$ cat src/rtl/instr_fetch_unit.sv
// ============================================================================
// Module   : instr_fetch_unit
// Purpose  : Host-loadable program memory with a valid/ready fetch sequencer.
//            Optional macro FETCH_PERF_EN adds fetch/stall counters.
// Revision : 1.0 - initial release
// ============================================================================
`default_nettype none

module instr_fetch_unit #(
  parameter int INSTR_W = 14,
  parameter int DEPTH   = 32,
  parameter int WRAP    = 0
) (
  input  logic                       clk,
  input  logic                       rst,
  input  logic                       load_start,
  input  logic                       load_valid,
  input  logic [INSTR_W-1:0]         load_data,
  input  logic                       load_done,
  input  logic                       run_start,
  input  logic                       halt_req,
  input  logic                       br_valid,
  input  logic [$clog2(DEPTH)-1:0]   br_target,
  input  logic                       instr_ready,
  output logic                       instr_valid,
  output logic [INSTR_W-1:0]         instr,
  output logic [$clog2(DEPTH)-1:0]   instr_pc,
  output logic [$clog2(DEPTH):0]     prog_len,
`ifdef FETCH_PERF_EN
  output logic [15:0]                fetch_cnt,
  output logic [15:0]                stall_cnt,
`endif
  output logic [1:0]                 state,
  output logic                       err
);

  localparam int PC_W  = $clog2(DEPTH);
  localparam int LEN_W = PC_W + 1;
  localparam logic [LEN_W-1:0] DEPTH_L = LEN_W'(DEPTH);

  typedef enum logic [1:0] {
    ST_IDLE = 2'b00,
    ST_LOAD = 2'b01,
    ST_RUN  = 2'b10,
    ST_HALT = 2'b11
  } state_e;

  state_e               state_q;
  logic [INSTR_W-1:0]   mem_q [DEPTH];
  logic [LEN_W-1:0]     wptr_q;
  logic [LEN_W-1:0]     fpc_q;
  logic [LEN_W-1:0]     prog_len_q;
  logic [INSTR_W-1:0]   instr_q;
  logic [PC_W-1:0]      instr_pc_q;
  logic                 instr_valid_q;
  logic                 err_q;

  logic                 mem_we_d;
  logic                 slot_open_d;
  logic [LEN_W-1:0]     br_target_d;

  assign mem_we_d    = (state_q == ST_LOAD) && load_valid && (wptr_q < DEPTH_L);
  assign slot_open_d = !instr_valid_q || instr_ready;
  assign br_target_d = {1'b0, br_target};

  // Program storage is deliberately left out of reset.
  always_ff @(posedge clk) begin
    if (mem_we_d) begin
      mem_q[wptr_q[PC_W-1:0]] <= load_data;
    end
  end

  always_ff @(posedge clk or negedge rst) begin
    if (!rst) begin
      state_q       <= ST_IDLE;
      wptr_q        <= '0;
      fpc_q         <= '0;
      prog_len_q    <= '0;
      instr_q       <= '0;
      instr_pc_q    <= '0;
      instr_valid_q <= 1'b0;
      err_q         <= 1'b0;
    end else begin
      case (state_q)
        ST_IDLE, ST_HALT: begin
          if (load_start) begin
            state_q <= ST_LOAD;
            wptr_q  <= '0;
            err_q   <= 1'b0;
          end else if (run_start && (prog_len_q != '0)) begin
            state_q <= ST_RUN;
            fpc_q   <= '0;
          end
        end

        ST_LOAD: begin
          if (load_valid) begin
            if (mem_we_d) wptr_q <= wptr_q + 1'b1;
            else          err_q  <= 1'b1;
          end
          // A word written on the load_done cycle still counts toward the length.
          if (load_done) begin
            state_q    <= ST_IDLE;
            prog_len_q <= mem_we_d ? wptr_q + 1'b1 : wptr_q;
          end
        end

        ST_RUN: begin
          if (halt_req) begin
            instr_valid_q <= 1'b0;
            state_q       <= ST_HALT;
          end else if (br_valid) begin
            if (br_target_d < prog_len_q) begin
              instr_q       <= mem_q[br_target];
              instr_pc_q    <= br_target;
              instr_valid_q <= 1'b1;
              fpc_q         <= br_target_d + 1'b1;
            end else begin
              err_q         <= 1'b1;
              instr_valid_q <= 1'b0;
              state_q       <= ST_HALT;
            end
          end else if (slot_open_d) begin
            if (fpc_q < prog_len_q) begin
              instr_q       <= mem_q[fpc_q[PC_W-1:0]];
              instr_pc_q    <= fpc_q[PC_W-1:0];
              instr_valid_q <= 1'b1;
              fpc_q         <= fpc_q + 1'b1;
            end else if (WRAP != 0) begin
              instr_q       <= mem_q[0];
              instr_pc_q    <= '0;
              instr_valid_q <= 1'b1;
              fpc_q         <= LEN_W'(1);
            end else begin
              instr_valid_q <= 1'b0;
              state_q       <= ST_HALT;
            end
          end
        end

        default: state_q <= ST_IDLE;
      endcase
    end
  end

`ifdef FETCH_PERF_EN
  logic [15:0] fetch_cnt_q;
  logic [15:0] stall_cnt_q;

  always_ff @(posedge clk or negedge rst) begin
    if (!rst) begin
      fetch_cnt_q <= '0;
      stall_cnt_q <= '0;
    end else if (run_start) begin
      fetch_cnt_q <= '0;
      stall_cnt_q <= '0;
    end else if (instr_valid_q) begin
      if (instr_ready && (fetch_cnt_q != 16'hFFFF)) fetch_cnt_q <= fetch_cnt_q + 16'd1;
      if (!instr_ready && (stall_cnt_q != 16'hFFFF)) stall_cnt_q <= stall_cnt_q + 16'd1;
    end
  end

  assign fetch_cnt = fetch_cnt_q;
  assign stall_cnt = stall_cnt_q;
`endif

  assign instr_valid = instr_valid_q;
  assign instr       = instr_q;
  assign instr_pc    = instr_pc_q;
  assign prog_len    = prog_len_q;
  assign state       = state_q;
  assign err         = err_q;

endmodule

`default_nettype wire
$ cat config.mk
export PLATFORM = sky130hd
export DESIGN_NAME = instr_fetch_unit
export DESIGN_NICKNAME = d
export VERILOG_FILES = /design/src/rtl/instr_fetch_unit.sv
export SDC_FILE = /design/constraint.sdc
export NUM_CORES = 1
export LEC_CHECK = 0
export ABC_AREA = 1
export ABC_CLOCK_PERIOD_IN_PS = 3100
export BUFFER_PORTS_ARGS = -buffer_cell sky130_fd_sc_hd__clkbuf_2
export CAP_MARGIN = 0
export CORE_UTILIZATION = 45
export DETAILED_ROUTE_END_ITERATION = 16
export PLACE_DENSITY = 0.65
export SKIP_CTS_REPAIR_TIMING = 1
export SKIP_LAST_GASP = 1
export SYNTH_ARGS = -nofsm -noshare
export SYNTH_HDL_FRONTEND = slang
export SYNTH_SLANG_ARGS = --single-unit
$ cat constraint.sdc
create_clock -name clk -period 3.1 [get_ports clk]
set_clock_uncertainty 0.05 [all_clocks]
set_input_delay 0.31 -clock clk [delete_from_list [all_inputs] [get_ports clk]]
set_output_delay 0.31 -clock clk [all_outputs]
set_load 0.02 [all_outputs]
# After elaboration in Yosys (flattened, before gate mapping)
# Memories as Yosys holds them, arrays and structs flattened.
# Index checks and enable logic that the tools add are counted.
# word_totals
out_inout_bits	29
ff_bits	41
n_memories	1
word_cells	99
inputBits	28
ramBits	448
# classes
reduce_logical	20
add_sub_neg	3
mux	43
order_cmp	3
eq_ne	20
n_bitwise	1
# memory_table
name	words	word_bits	rd	rd_clocked_by_memory_dff	wr	line	text
mem_q	32	14	2	0	1	49	logic [INSTR_W-1:0] mem_q [DEPTH];
# op_table
operator	count
6-bit 2-to-1 mux	10
14-bit 2-to-1 mux	4
6-bit one-hot mux with 2 select lines	2
5-bit 2-to-1 mux	4
2-bit inequality test, second input constant	9
2-bit 2-to-1 mux	8
1-bit 2-to-1 mux	13
6-bit by 1-bit adder with 6-bit output, second input constant	2
3-bit inequality test, second input constant	4
4-bit inequality test, second input constant	3
5-bit AND reduction	2
2-bit nonzero test	4
7-bit AND reduction	1
5-bit by 1-bit adder with 6-bit output, second input constant	1
5-bit by 6-bit less-than comparator with 1-bit output	1
6-bit less-than comparator	1
6-bit less-than comparator, second input constant	1
2-bit one-hot mux with 3 select lines	1
6-bit AND reduction	1
6-bit nonzero test	1
2-bit == test, second input constant	2
2-bit AND reduction	2
1-bit logical AND	3
1-bit one-hot mux with 3 select lines	1
9 further kinds	9

# Depth between registers and ports, before layout
# depth
ltp_word	6
depth_mapped	13
ltp_nobuf	12

# Worst setup path before layout
# No wires, ideal clock.
# synth_timing
path_type	reg2reg
startpoint	register state_q[1] (netlist: state[1])
endpoint	memory mem_q[23][0], enable pin
path_stages_with_launch	7
period_less_slack_ns	2.660
t_required_ns	2.647
n_path_buf	0
setup_ns	0.403
arrival_ns	2.207
setup_slack_ns	0.440
cell_sequence	dfrtp_1 inv_1 ha_1 nand3_1 nor2_1 nand2_1 nor3_1
# synth_between
elab_chain_len	5
# synth_lines
item	line	text
start, declared	48	state_e state_q;
start signal, assigned	75	state_q <= ST_IDLE;
start signal, assigned	87	state_q <= ST_LOAD;
start signal, assigned	91	state_q <= ST_RUN;
2-bit by 1-bit == test with 1-bit output	62	assign mem_we_d = (state_q == ST_LOAD) && load_valid && (wptr_q < DEPTH_L);
1-bit logical AND (2 in a row)	62	
1-bit 2-to-1 mux	68	if (mem_we_d) begin
1-bit 2-to-1 mux (not written as such)	69	mem_q[wptr_q[PC_W-1:0]] <= load_data;
end, declared	49	
# Every way passes these cells.

# Worst setup path in the final report
# layout_timing
startpoint	register fpc_q[1]
endpoint	register instr_q[13] (netlist: instr[13])
# layout_between
elab_chain_len	4
word_cells_on_any_way	7
cone_classes	order compare: 1; mux: 3; reduce/logical: 2; memory: 1
# layout_lines
item	line	text
start, declared	51	logic [LEN_W-1:0] fpc_q;
start signal, assigned	117	fpc_q <= br_target_d + 1'b1;
start signal, assigned	128	fpc_q <= fpc_q + 1'b1;
memory read 32 x 14 bit	n/a	
14-bit 2-to-1 mux	124	if (fpc_q < prog_len_q) begin
14-bit 2-to-1 mux	123	end else if (slot_open_d) begin
14-bit 2-to-1 mux	112	end else if (br_valid) begin
end signal, assigned	114	instr_q <= mem_q[br_target];
end signal, assigned	125	instr_q <= mem_q[fpc_q[PC_W-1:0]];
end signal, assigned	130	instr_q <= mem_q[0];
end, declared	53	logic [INSTR_W-1:0] instr_q;
# Parallel ways exist; a longest one is shown, timed or not. The select of a mux whose other input is x is not followed.
# A chain may end at the register's enable or synchronous reset.

==> flow_metrics.py <==
metrics = {
    "yosys": {
        "synth.most_common_cell": "nand2_1",
        "syn_nets": 3183,
        "syn_inst": 3139,
        "yosys_register_bits": 489,
        "postSynthAreaPerCell_um2": 8.40,
        "ys_warn_count": 0,
        "yosys.area_share.adder_pct": 0.759,
        "synth-edff-count": 448,
        "yosys-top-cells-count": "1069 x nand2_1, 642 x nand3_1, 448 x edfxtp_1",
        "synth_area_leaders": "edfxtp_1 51%, nand2_1 15%, nand3_1 12%, inv_1 6.0%, dfrtp_1 3.9%",
        "synth_xor_xnor_area_share_pct": 0.0664,
        "synth.area.mux_share_pct": 0,
        "synthDistinctLibCells": 35,
        "synth_compound_area_share_pct": 4.34,
        "yosys.area.top_type": "edfxtp_1",
        "synth_top_family_by_area": "simple AND/OR/NAND/NOR gates",
        "synth-simple-area-share_pct": 29.2,
        "yosysTopAreaCellShare_pct": 51.0,
        "ys_seq_area_share_pct": 54.9,
        "ys.flop_type": "edfxtp_1",
        "synthArstFlopShare_pct": 8.38,
        "syn_area_um2": 26400,
    },
    "global_route": {
        "antenna_found_initial": 2,
        "grt_max_degree": 148,
        "overflow": 0,
        "grt_pass1_vias": 21800,
        "grt_first_pass_wirelength_um": 130000,
        "track_usage_pct": 28.6,
    },
    "die": {
        "fp.dieW_um": 244,
        "dieHeight_um": 244,
        "num_io_pins": 57,
        "design.core.area_um2": 57800,
        "initial_core_util_pct": 45.6,
        "std_cell_rows": 88,
        "die-area_um2": 59600,
    },
    "worst_setup_path": {
        "cp-end-kind": "flip-flop",
        "worstPathMaxFanout": 28,
        "cp.required_ps": 3550,
        "critical_path_arrival_ps": 3030,
        "setup.worst_path.end": "instr[13]",
        "r2r_slack_ps": 530,
        "crit_type": "reg2reg",
        "startpoint_type": "flip-flop",
        "critical_path.startpoint": "fpc_q[1]",
        "crit-reg2reg-launch": "fpc_q[1]",
        "rr_endpoint": "instr[13]",
        "ff2ff_path_depth": 10,
    },
    "power": {
        "combPwrFrac_pct": 30.9,
        "power_density_nw_per_um2": 722,
        "clockPowerShare_pct": 31.9,
        "swShare_pct": 36.6,
        "p_int_uw": 13300,
        "power_switching_uw": 7670,
        "max-vdd-ir-drop_mv": 0.496,
        "pwr-share-seq_pct": 37.2,
        "finalPower_uw": 21000,
        "leakage_uw": 0.0126,
    },
    "route": {
        "wl_met1_um": 33600,
        "drc": 0,
        "top_layer_used": "met4",
        "route.detailed.wl_per_inst_um": 21.7,
        "vias": 22700,
        "drtIter0Drc": 2985,
        "wl_met3_um": 8910,
        "drt_pass1_iterations": 7,
        "drtAntennaViolNets": 0,
        "viasPerCell": 5.76,
        "wl_met2_um": 39400,
        "routed_wl_um": 85600,
    },
    "outcome": {
        "status": "complete, no violations",
    },
    "clocking": {
        "insertion_delay_ps": 610,
        "cts.clk_slew.worst_paths_ps": 60,
        "cts_buffers": 52,
        "h-tree-depth": 2,
        "clockBufferDepth": 3,
        "cts_tree": "done",
        "clockRootBuffer": "clkbuf_16",
        "clock-sinks": 489,
    },
    "sta": {
        "setup_viol": 0,
        "final-max-slew-violation-count": 0,
        "rsz0062_at_grt": "false",
        "relSlewSlack_pct": 37.1,
        "final-hold-violation-count": 0,
        "finalCritPeriodShare_pct": 82.9,
        "tns_ps": 0,
        "finalCriticalPeriod_ps": 2570,
        "worst_pin_slew_ps": 943,
        "fmax_mhz": 389,
        "fin_ws_ps": 529,
    },
    "run": {
        "max_cap_viol_count": 0,
    },
    "placed_design": {
        "hpwlAfterDp_um": 48600,
        "routabilityCongestion": 0.904,
        "place_ws_ps": 597,
        "place_inst": 3841,
        "io_buffers": 56,
    },
    "layout": {
        "stdcell_count": 3940,
        "drive_gt1_share_pct": 7.53,
        "fill_cells": 5234,
        "synthToLayoutAreaGrowth_pct": 10.0,
        "nets": 3175,
    },
    "hold_path": {
        "hold_path.class": "in2reg",
    },
}
==> worst min path at each step <==
stage                    start     endpoint  cells after the start
finish              load_start     state[0]                      5
global route               rst  instr_pc[3]                      2
CTS                        rst  instr_pc[3]                      1
detailed placement         rst  instr_pc[3]                      1
global placement           rst  instr_pc[2]                      1
floorplan                  rst          err                      0
==> layer usage <==
metal,vias to the layer above,track usage [%]
li1,10300,-
met1,10700,38.1
met2,1481,45.9
met3,257,4.66
met4,0,12.9
met5,-,0
==> critical path: stages, from the launching register on <==
cell      delay (ps)
dfrtp_4          730
ha_1             320
a21boi_2         150
nor2_1           100
o21ai_1           90
nand2_1          150
nand2_4           60
inv_2            460
nand2_1          150
nor2_1           140
nor2_1            50
==> state kept, by name, summed over array words and instances (netlist names) <==
register	cells
instr_valid	1
instr_pc	5
instr	14
mem_q	448
prog_len	6
wptr_q	6
err	1
state	2
fpc_q	6
==> logic make-up (layout without fill, tap and decap cells) <==
kind of cell | Yosys count | in the layout
other | 0 | 2
flip-flops | 489 | 489
AND/OR/NAND/NOR | 1826 | 1826
adder cells (fa/ha/maj) | 16 | 16
XOR/XNOR | 2 | 2
buffers and inverters | 623 | 657
AO/OA/AOI/OAI | 183 | 183
==> area by class of cell <==
type | instances | area [um2] | share of cell area (%)
Multi-Input combinational cell | 2027 | 9080 | 31.3
Tap cell | 765 | 957 | 3.30
Clock buffer | 58 | 1350 | 4.63
Inverter | 429 | 1620 | 5.59
Clock inverter | 38 | 460 | 1.59
Timing Repair Buffer | 132 | 1080 | 3.71
Sequential cell | 489 | 14500 | 49.9
Antenna cell | 2 | 5.00 | 0.0172
==> per-stage QoR <==
stage / cell area (um2) / util, % / hold slack [ps]
2_1_floorplan: 26400 / - / -35.6
3_3_place_gp: 27200 / 47.1 / 168
3_5_place_dp: 27200 / 47.1 / 164
4_1_cts: 29000 / 50.2 / -478
5_1_grt: 29000 / 50.2 / 87.8
6_report: 29000 / 50.2 / 58.5
==> power by group through the flow <==
stage	Sequential, uW	Combinational [uW]	Clock (uW)
6_report	7790	6480	6690
2_1_floorplan	7860	4500	0
3_3_place_gp	7910	6220	0
3_5_place_dp	7910	6320	0
5_1_grt	7790	7050	6990
4_1_cts	7770	6360	6750
==> layout by cell type, fill, tap and decap left out, types with 4 or more instances in the layout <==
| cell type | synthesis | routed |
|---|---|---|
| clkbuf_2 | 0 | 54 |
| o211ai_1 | 76 | 76 |
| bufinv_16 | 0 | 10 |
| o21ai_0 | 44 | 44 |
| inv_6 | 0 | 4 |
| nand2_1 | 1069 | 1069 |
| nand4_1 | 5 | 5 |
| ha_1 | 16 | 16 |
| clkinv_1 | 1 | 10 |
| a21oi_1 | 32 | 32 |
| dfrtp_1 | 41 | 38 |
| buf_12 | 1 | 17 |
| o22ai_1 | 5 | 5 |
| o21ai_2 | 4 | 4 |
| o21ai_1 | 17 | 17 |
| edfxtp_1 | 448 | 448 |
| clkbuf_1 | 31 | 5 |
| clkbuf_16 | 0 | 53 |
| nor2_1 | 100 | 100 |
| buf_4 | 28 | 59 |
| inv_2 | 3 | 4 |
| inv_1 | 422 | 420 |
| clkinvlp_4 | 0 | 5 |
| clkinv_2 | 0 | 9 |
| nand3_1 | 642 | 642 |
Power figures use the tool's default switching activity.
